### config.mk
export PLATFORM = sky130hd
export DESIGN_NAME = rf_wb_arbiter_flat
export DESIGN_NICKNAME = d
export VERILOG_FILES = /design/src/rtl/rf_wb_arbiter_if.sv /design/src/rtl/rf_wb_arbiter.sv /design/src/flat_wrapper.sv
export SDC_FILE = /design/constraint.sdc
export NUM_CORES = 1
export LEC_CHECK = 0
export CAP_MARGIN = 20
export CORE_MARGIN = 1
export CORE_UTILIZATION = 40
export CTS_BUF_LIST = sky130_fd_sc_hd__clkbuf_4
export DETAILED_ROUTE_END_ITERATION = 10
export GPL_ROUTABILITY_DRIVEN = 0
export GPL_TIMING_DRIVEN = 0
export PLACE_DENSITY = 0.76
export SLEW_MARGIN = 20
export SYNTH_ARGS = -nofsm -noshare
export SYNTH_HDL_FRONTEND = slang
export SYNTH_SLANG_ARGS = --single-unit
### constraint.sdc
create_clock -name clk -period 2.3 [get_ports clk]
set_input_delay 0.46 -clock clk [delete_from_list [all_inputs] [get_ports clk]]
set_output_delay 0.46 -clock clk [all_outputs]
set_load 0.01 [all_outputs]
### src/rtl/rf_wb_arbiter_if.sv
// Writeback arbiter bundle: two write requesters, decode issue/read-select, regfile write port.
// master = requesters/decode side, slave = arbiter side.
interface rf_wb_arbiter_if #(
  parameter int DATA_W = 16,
  parameter int REG_W  = 3
);
  logic              a_valid;
  logic [REG_W-1:0]  a_reg;
  logic [DATA_W-1:0] a_data;
  logic              a_ready;
  logic              b_valid;
  logic [REG_W-1:0]  b_reg;
  logic [DATA_W-1:0] b_data;
  logic              b_ready;
  logic              issue_valid;
  logic [REG_W-1:0]  issue_reg;
  logic [REG_W-1:0]  rd1_sel;
  logic [REG_W-1:0]  rd2_sel;
  logic              rd1_busy;
  logic              rd2_busy;
  logic              wr_en;
  logic [REG_W-1:0]  wr_sel;
  logic [DATA_W-1:0] wr_data;
  logic              err;

  modport master (
    output a_valid, a_reg, a_data, b_valid, b_reg, b_data,
           issue_valid, issue_reg, rd1_sel, rd2_sel,
    input  a_ready, b_ready, rd1_busy, rd2_busy, wr_en, wr_sel, wr_data, err
  );

  modport slave (
    input  a_valid, a_reg, a_data, b_valid, b_reg, b_data,
           issue_valid, issue_reg, rd1_sel, rd2_sel,
    output a_ready, b_ready, rd1_busy, rd2_busy, wr_en, wr_sel, wr_data, err
  );
endinterface

### src/rtl/rf_wb_arbiter.sv
// Purpose: round-robin share of the regfile write port between WB (A) and long-latency unit (B), plus pending-write scoreboard.
// Latency: accepted write drives wr_en/wr_sel/wr_data one cycle later. Backpressure: ready only via arbitration, write stage never stalls.
// Optional contention counter enabled by RF_ARB_STATS_EN.
module rf_wb_arbiter #(
  parameter int DATA_W = 16,
  parameter int REG_W  = 3
`ifdef RF_ARB_STATS_EN
  ,
  parameter int CNT_W  = 8
`endif
) (
  input  logic               clk,
  input  logic               rst,
  rf_wb_arbiter_if.slave     bus
`ifdef RF_ARB_STATS_EN
  ,
  output logic [CNT_W-1:0]   conflicts
`endif
);

  localparam int NREG = 2 ** REG_W;

  typedef enum logic {PTR_A = 1'b0, PTR_B = 1'b1} rr_t;

  rr_t               rr_ptr, rr_next;
  logic [NREG-1:0]   sb, sb_next, set_mask, clr_mask;
  logic              contend, a_grant, b_grant, err_next;
  logic              rd1_hit, rd2_hit, issue_hit;

  assign contend = bus.a_valid & bus.b_valid;
  assign a_grant = bus.a_valid & (~bus.b_valid | (rr_ptr == PTR_A));
  assign b_grant = bus.b_valid & (~bus.a_valid | (rr_ptr == PTR_B));
  assign bus.a_ready = a_grant;
  assign bus.b_ready = b_grant;

  // A register committing this cycle is forwarded by the regfile bypass, so it is not busy.
  assign rd1_hit   = bus.wr_en & (bus.wr_sel == bus.rd1_sel);
  assign rd2_hit   = bus.wr_en & (bus.wr_sel == bus.rd2_sel);
  assign issue_hit = bus.wr_en & (bus.wr_sel == bus.issue_reg);
  assign bus.rd1_busy = sb[bus.rd1_sel] & ~rd1_hit;
  assign bus.rd2_busy = sb[bus.rd2_sel] & ~rd2_hit;

  always_comb begin
    rr_next  = rr_ptr;
    set_mask = '0;
    clr_mask = '0;
    if (contend) rr_next = (rr_ptr == PTR_A) ? PTR_B : PTR_A;
    if (bus.issue_valid) set_mask[bus.issue_reg] = 1'b1;
    if (bus.wr_en)       clr_mask[bus.wr_sel]    = 1'b1;
    // Set after clear: a same-cycle issue to the committing register is a new pending write.
    sb_next  = (sb & ~clr_mask) | set_mask;
    err_next = bus.err
             | (bus.issue_valid & sb[bus.issue_reg] & ~issue_hit)
             | (bus.wr_en & ~sb[bus.wr_sel]);
  end

  always_ff @(posedge clk or posedge rst) begin
    if (rst) begin
      rr_ptr  <= PTR_A;
      sb      <= '0;
      bus.err <= 1'b0;
    end else begin
      rr_ptr  <= rr_next;
      sb      <= sb_next;
      bus.err <= err_next;
    end
  end

  always_ff @(posedge clk or posedge rst) begin
    if (rst) begin
      bus.wr_en   <= 1'b0;
      bus.wr_sel  <= '0;
      bus.wr_data <= '0;
    end else begin
      bus.wr_en <= a_grant | b_grant;
      if (a_grant) begin
        bus.wr_sel  <= bus.a_reg;
        bus.wr_data <= bus.a_data;
      end else if (b_grant) begin
        bus.wr_sel  <= bus.b_reg;
        bus.wr_data <= bus.b_data;
      end
    end
  end

`ifdef RF_ARB_STATS_EN
  always_ff @(posedge clk or posedge rst) begin
    if (rst) begin
      conflicts <= '0;
    end else if (contend && (conflicts != {CNT_W{1'b1}})) begin
      conflicts <= conflicts + 1'b1;
    end
  end
`endif

endmodule

### src/flat_wrapper.sv
// flat-port wrapper written by rule: the top's interface ports become plain ports
module rf_wb_arbiter_flat 
#(
  parameter int DATA_W = 16,
  parameter int REG_W  = 3

)
  (clk, rst, bus_a_valid, bus_a_reg, bus_a_data, bus_b_valid, bus_b_reg, bus_b_data, bus_issue_valid, bus_issue_reg, bus_rd1_sel, bus_rd2_sel, bus_a_ready, bus_b_ready, bus_rd1_busy, bus_rd2_busy, bus_wr_en, bus_wr_sel, bus_wr_data, bus_err);
  rf_wb_arbiter_if #(.DATA_W(DATA_W), .REG_W(REG_W)) bus_i ();
  input  logic clk;
  input  logic rst;
  input wire logic [$bits(bus_i.a_valid)-1:0] bus_a_valid;
  input wire logic [$bits(bus_i.a_reg)-1:0] bus_a_reg;
  input wire logic [$bits(bus_i.a_data)-1:0] bus_a_data;
  input wire logic [$bits(bus_i.b_valid)-1:0] bus_b_valid;
  input wire logic [$bits(bus_i.b_reg)-1:0] bus_b_reg;
  input wire logic [$bits(bus_i.b_data)-1:0] bus_b_data;
  input wire logic [$bits(bus_i.issue_valid)-1:0] bus_issue_valid;
  input wire logic [$bits(bus_i.issue_reg)-1:0] bus_issue_reg;
  input wire logic [$bits(bus_i.rd1_sel)-1:0] bus_rd1_sel;
  input wire logic [$bits(bus_i.rd2_sel)-1:0] bus_rd2_sel;
  output wire logic [$bits(bus_i.a_ready)-1:0] bus_a_ready;
  output wire logic [$bits(bus_i.b_ready)-1:0] bus_b_ready;
  output wire logic [$bits(bus_i.rd1_busy)-1:0] bus_rd1_busy;
  output wire logic [$bits(bus_i.rd2_busy)-1:0] bus_rd2_busy;
  output wire logic [$bits(bus_i.wr_en)-1:0] bus_wr_en;
  output wire logic [$bits(bus_i.wr_sel)-1:0] bus_wr_sel;
  output wire logic [$bits(bus_i.wr_data)-1:0] bus_wr_data;
  output wire logic [$bits(bus_i.err)-1:0] bus_err;
  assign bus_i.a_valid = bus_a_valid;
  assign bus_i.a_reg = bus_a_reg;
  assign bus_i.a_data = bus_a_data;
  assign bus_i.b_valid = bus_b_valid;
  assign bus_i.b_reg = bus_b_reg;
  assign bus_i.b_data = bus_b_data;
  assign bus_i.issue_valid = bus_issue_valid;
  assign bus_i.issue_reg = bus_issue_reg;
  assign bus_i.rd1_sel = bus_rd1_sel;
  assign bus_i.rd2_sel = bus_rd2_sel;
  assign bus_a_ready = bus_i.a_ready;
  assign bus_b_ready = bus_i.b_ready;
  assign bus_rd1_busy = bus_i.rd1_busy;
  assign bus_rd2_busy = bus_i.rd2_busy;
  assign bus_wr_en = bus_i.wr_en;
  assign bus_wr_sel = bus_i.wr_sel;
  assign bus_wr_data = bus_i.wr_data;
  assign bus_err = bus_i.err;
  rf_wb_arbiter #(.DATA_W(DATA_W), .REG_W(REG_W)) u_core (.clk(clk), .rst(rst), .bus(bus_i));
endmodule
Yosys cells after proc, flatten, opt, wreduce, memory -nomap -nowiden

Index checks and enable logic that the tools add are counted.

$lt $le $gt $ge: 6
Equal/unequal tests: 3
Mux-type cells: 19
Bitwise operators: 26
Reductions and logical operators: 3

Operator list:

| operator           | number |
|---|---|
| $mux 16            | 2 |
| $lt 3x4->1 const B | 4 |
| $mux 8             | 2 |
| $bmux 1 s3         | 4 |
| $and 1x1->1        | 11 |
| $eq 3x3->1         | 3 |
| $and 8x8->8        | 1 |
| $not 8->8          | 1 |
| $or 8x8->8         | 1 |
| $mux 1             | 7 |
| $not 1->1          | 7 |
| $demux 1 s3        | 2 |
| $ge 3x1->1 const B | 2 |
| $mux 3             | 2 |
| $or 1x1->1         | 5 |
| $logic_and 1x1->1  | 2 |
| $reduce_bool 2->1  | 1 |

Register bits after elaboration: 30
Input bits: 52
Word-level logic and storage cells: 63

Logic depth before layout (Yosys ltp)

Depth after elaboration: 8
Gate-level depth with buffers: 6

Worst setup path before layout

Ideal clock, no wire load.

Path kind: reg-to-output
From: register u_core.bus.wr_sel[0]
To: output bus_rd1_busy
Data arrival time: 1.183 ns
Slack: 0.657 ns
Stages on the path, launching flop included: 5
Buffers on the path: 1
Cell sequence: dfrtp_1 > buf_4 > xor2_1 > o41ai_1 > mux2i_1

Word-level cells in the longest chain between the ends: 4

RTL lines:

| what                   | line                   | source |
|---|---|---|
| start, declared        | rf_wb_arbiter_if.sv:35 | `output a_ready, b_ready, rd1_busy, rd2_busy, wr_en, wr_sel, wr_data, err` |
| start signal, assigned | rf_wb_arbiter.sv:77    | `bus.wr_sel <= bus.a_reg;` |
| start signal, assigned | rf_wb_arbiter.sv:80    | `bus.wr_sel <= bus.b_reg;` |
| $eq 3x3->1             | rf_wb_arbiter.sv:37    | `assign rd1_hit = bus.wr_en & (bus.wr_sel == bus.rd1_sel);` |
| $and 1x1->1            | rf_wb_arbiter.sv:37    |  |
| $not 1->1              | rf_wb_arbiter.sv:40    | `assign bus.rd1_busy = sb[bus.rd1_sel] & ~rd1_hit;` |
| $and 1x1->1            | rf_wb_arbiter.sv:40    |  |
| end, declared          | flat_wrapper.sv:24     | `output wire logic [$bits(bus_i.rd1_busy)-1:0] bus_rd1_busy;` |

No other way between the ends.

Worst setup path in the final report

From: register u_core.bus.wr_sel[1]
To: output bus_rd2_busy

Word-level cells in the longest chain between the ends: 4

RTL lines:

| what          | line                | source |
|---|---|---|
| $eq 3x3->1    | rf_wb_arbiter.sv:38 | `assign rd2_hit = bus.wr_en & (bus.wr_sel == bus.rd2_sel);` |
| $and 1x1->1   | rf_wb_arbiter.sv:38 |  |
| $not 1->1     | rf_wb_arbiter.sv:41 | `assign bus.rd2_busy = sb[bus.rd2_sel] & ~rd2_hit;` |
| $and 1x1->1   | rf_wb_arbiter.sv:41 |  |
| end, declared | flat_wrapper.sv:25  | `output wire logic [$bits(bus_i.rd2_busy)-1:0] bus_rd2_busy;` |

No other way between the ends.

==> results.md <==
* Status: complete, no violations
* Fin area at roughly 0.0027 sq mm
* Core area at about 0.0041 sq mm
* Top cells by count, synth: dfrtp_1, nor2_1, o21ai_1, o32ai_1
* Number of port buffers at between 70 and 80
* Nets at 310
* Pleak at approximately 1.1 nW
* Layout filler cell count at about 370
* Worst Setup Path Type: flip-flop to primary output
* Num CTS Buffers at 5
* Clock power frac at 0.138
* CTS tree: built
* Met1 Track Usage GR at 0.2594
* First-pass DRT Iterations at 4
* Vias in the first global route at approximately 1700
* Final HPWL DP at 3526 um
* FF-to-FF path depth at 4
* Worst-skew pair later-pin latency at roughly 0.34 ns
* CP Data Required Time at about 1.8 ns
* Worst slew pin tran at slightly above 0.6 ns
* Setup violators final at 0
* P per Cell Area at between 800 and 900 mW/mm^2
* Initial core utilization at 0.4324
* Sinks on Clock Net at 30
* Die W at around 69 um
* Max clock buf depth at 2
* Ys flop type: dfrtp_1
* Most frequent cell after synthesis: dfrtp_1
* DRT antenna net count at 0
* Hold Vio Cnt, Final at 0
* H-tree levels at 2
* Logic pwr share at 0.495
* Seq cells post-synth at 30
* Peak supply drop at between 0.4 and 0.5 mV
* EDFF count, synth at 0
* Net Switching at between 0.8 and 0.9 mW
* Average cell area after synthesis at ~10 sq um
* Synth top area share at 0.4190
* Tmin final at between 2 and 2.5 ns
* Synthesized area at 0.001792 sq mm
* WL final at roughly 4700 um
* Max frequency at about 460 MHz
* Met3 global-route usage at 0.09868
* Max-slew headroom at 0.5956
* Post-DR vias/cell at 5.485
* Yosys warnings at 0
* Sw Share at 0.3598
* FP Rows at 23
* Initial antenna violation count at 0
* Slew Viols, Final at 0
* Async SR Flop Fraction at 1.000
* Syn_nets at 229
* Hold_buf cts at 0
* Unique cell type count in the Yosys netlist at 35
* Placed inst area at 0.002595 sq mm
* Hold Path Stages at 3
* Seq/Total Area, Yosys at 0.4190
* CP startpoint kind: flip-flop
* Dpl cells at 301
* Total chip power at ~2.3 mW
* Number of DRC markers in iteration 0 at 82
* Full die area at approximately 0.0048 sq mm
* Layout cell share with drive strength beyond 1 at 0.1544
* CP max FO at 10
* Final Cycle Share at 0.9370
* N_diodes at 0
* Max-cap violation count at 0
* Top cells by area, synth: dfrtp_1, mux4_2, nor2_1, o32ai_1, mux2i_1
* Via count at ~1700
* HP Class: input pin to flip-flop
* Leading area contributor after synthesis: dfrtp_1
* Worst setup EP type: primary output
* Final setup skew at 0.01803 ns
* Root Driver: clkbuf_4
* # IOs at 77
* Internal power at 1.446 mW
* Grt peak-use layer: met2
* Area delta synth->final at 50.00%
* # DRC at 0
* Met2 usage at 0.3726
* Overall routing resource usage at 0.2245
* Die Y at about 69 um
* Final non-filler cell total at about 310
* Unrepaired setup endpoints after global routing: false
* Seq pwr share at 0.367
* Global route overflow at 0
* Worst Path Arrival at ~1.7 ns
* Post-Syn Instances at between 150 and 200
* Drt wl/cell at 15.12 um
* Largest net degree at the start of global routing at 31
* Clock-pin slew on the worst setup and hold paths at about 0.10 ns
* First-pass GRT wire length at 7652 um
## flip-flops by register name (all words and copies together), names as in the netlist
register,count
u_core.bus.wr_en,1
u_core.bus.err,1
u_core.sb,8
u_core.bus.wr_sel,3
u_core.rr_ptr,1
u_core.bus.wr_data,16
## cells in the final DEF (no fill, tap or decap), types with 2 or more instances in the layout
cell type and instances:
nand2_1 6, nor2_1 26, clkdlybuf4s50_1 65, xnor2_1 4
o21a_1 5, clkbuf_2 2, a21oi_1 5, buf_4 6
a31oi_1 3, mux2i_1 8, o21ai_1 11, mux2_2 2
mux4_2 6, inv_2 4, clkbuf_1 2, o31ai_1 4
clkbuf_4 7, dlygate4sd2_1 6, xor2_1 3, nand3b_1 3
inv_1 2, buf_2 3, dfrtp_1 30, o21ai_0 4
nand2b_1 6, o41ai_2 3, nor3b_1 5, o32ai_1 11
## power by group through the flow
stage	Clock [mW]	Combinational, mW	Sequential [mW]
finish	0.312	1.12	0.828
global route	0.343	1.23	0.851
CTS	0.319	1.13	0.824
detailed placement	0	1.09	0.836
global placement	0	1.08	0.832
floorplan	0	0.630	0.834
## final timing paths
path / from / endpoint / slack [ns]
max: u_core.bus.wr_sel[1]$_DFFE_PP0P_ / bus_rd2_busy / 0.14
max in group asynchronous: rst / u_core.sb[6]$_DFF_PP0_ / 1.39
min reg2reg: u_core.bus.wr_data[3]$_DFFE_PP0P_ / u_core.bus.wr_data[3]$_DFFE_PP0P_ / 0.51
max reg2reg: u_core.bus.wr_sel[0]$_DFFE_PP0P_ / u_core.bus.err$_DFF_PP0_ / 0.90
min: bus_b_valid / u_core.rr_ptr$_DFFE_PP0P_ / 0.47
min in group asynchronous: rst / u_core.bus.wr_data[8]$_DFFE_PP0P_ / 0.50
## stage by stage
| step | hold slack [ns] | utilization | setup TNS, ns | worst slack [ns] |
|---|---|---|---|---|
| 2_1_floorplan | 0.5079 | - | 0 | 0.6566 |
| 3_3_place_gp | 0.4799 | 0.6262 | -1.498 | -0.3938 |
| 3_5_place_dp | 0.4951 | 0.6262 | -1.582 | -0.4276 |
| 4_1_cts | 0.4653 | 0.6482 | 0 | 0.006926 |
| 5_1_grt | 0.4631 | 0.6486 | 0 | 0.05854 |
| 6_report | 0.4709 | 0.6486 | 0 | 0.1450 |
## worst max-delay path, cell delays in order (launching register included)
cell and delay, ns:
dfrtp_1 0.39, buf_4 0.19, xor2_1 0.19, o41ai_2 0.34
mux2i_1 0.11, clkbuf_2 0.14
## what timing repair did
item | 4_1_cts | 5_1_grt
setup endpoints to repair | 4 | 3
gates cloned | 0 | 0
setup buffers | 1 | 0
hold endpoints to repair | 0 | 0
pin swaps | 1 | 1
resized for setup | 20 | 6
## cells by family (layout without fill, tap and decap cells)
kind of cell / after synthesis / in the layout / share of synthesized area
simple gates: 51 / 51 / 0.1397
mux: 17 / 17 / 0.1411
buf+inv: 19 / 101 / 0.05168
flops: 30 / 30 / 0.4190
compound gates: 52 / 52 / 0.2095
xor+xnor: 8 / 8 / 0.03910
## routing by layer
layer | routed length (um) | up-vias | part of all wire
li1 | - | 816 | -
met2 | 2177 | 68 | 0.47
met1 | 1946 | 805 | 0.42
met5 | 0 | - | 0
met3 | 486 | 6 | 0.10
met4 | 63 | 0 | 0.013
## cell type report
| type | instances | area [sq um] | share of cell area |
|---|---|---|---|
| multi-input combinational | 128 | 985.9 | 0.3669 |
| inverter | 6 | 22.52 | 0.008380 |
| sequential | 30 | 750.7 | 0.2793 |
| clock inverter | 2 | 8.758 | 0.003259 |
| clock buffer | 6 | 45.04 | 0.01676 |
| tap | 50 | 62.56 | 0.02328 |
| buffer | 12 | 78.83 | 0.02933 |
| timing repair buffer | 75 | 733.2 | 0.2728 |
(Power assumes the default switching activity.)
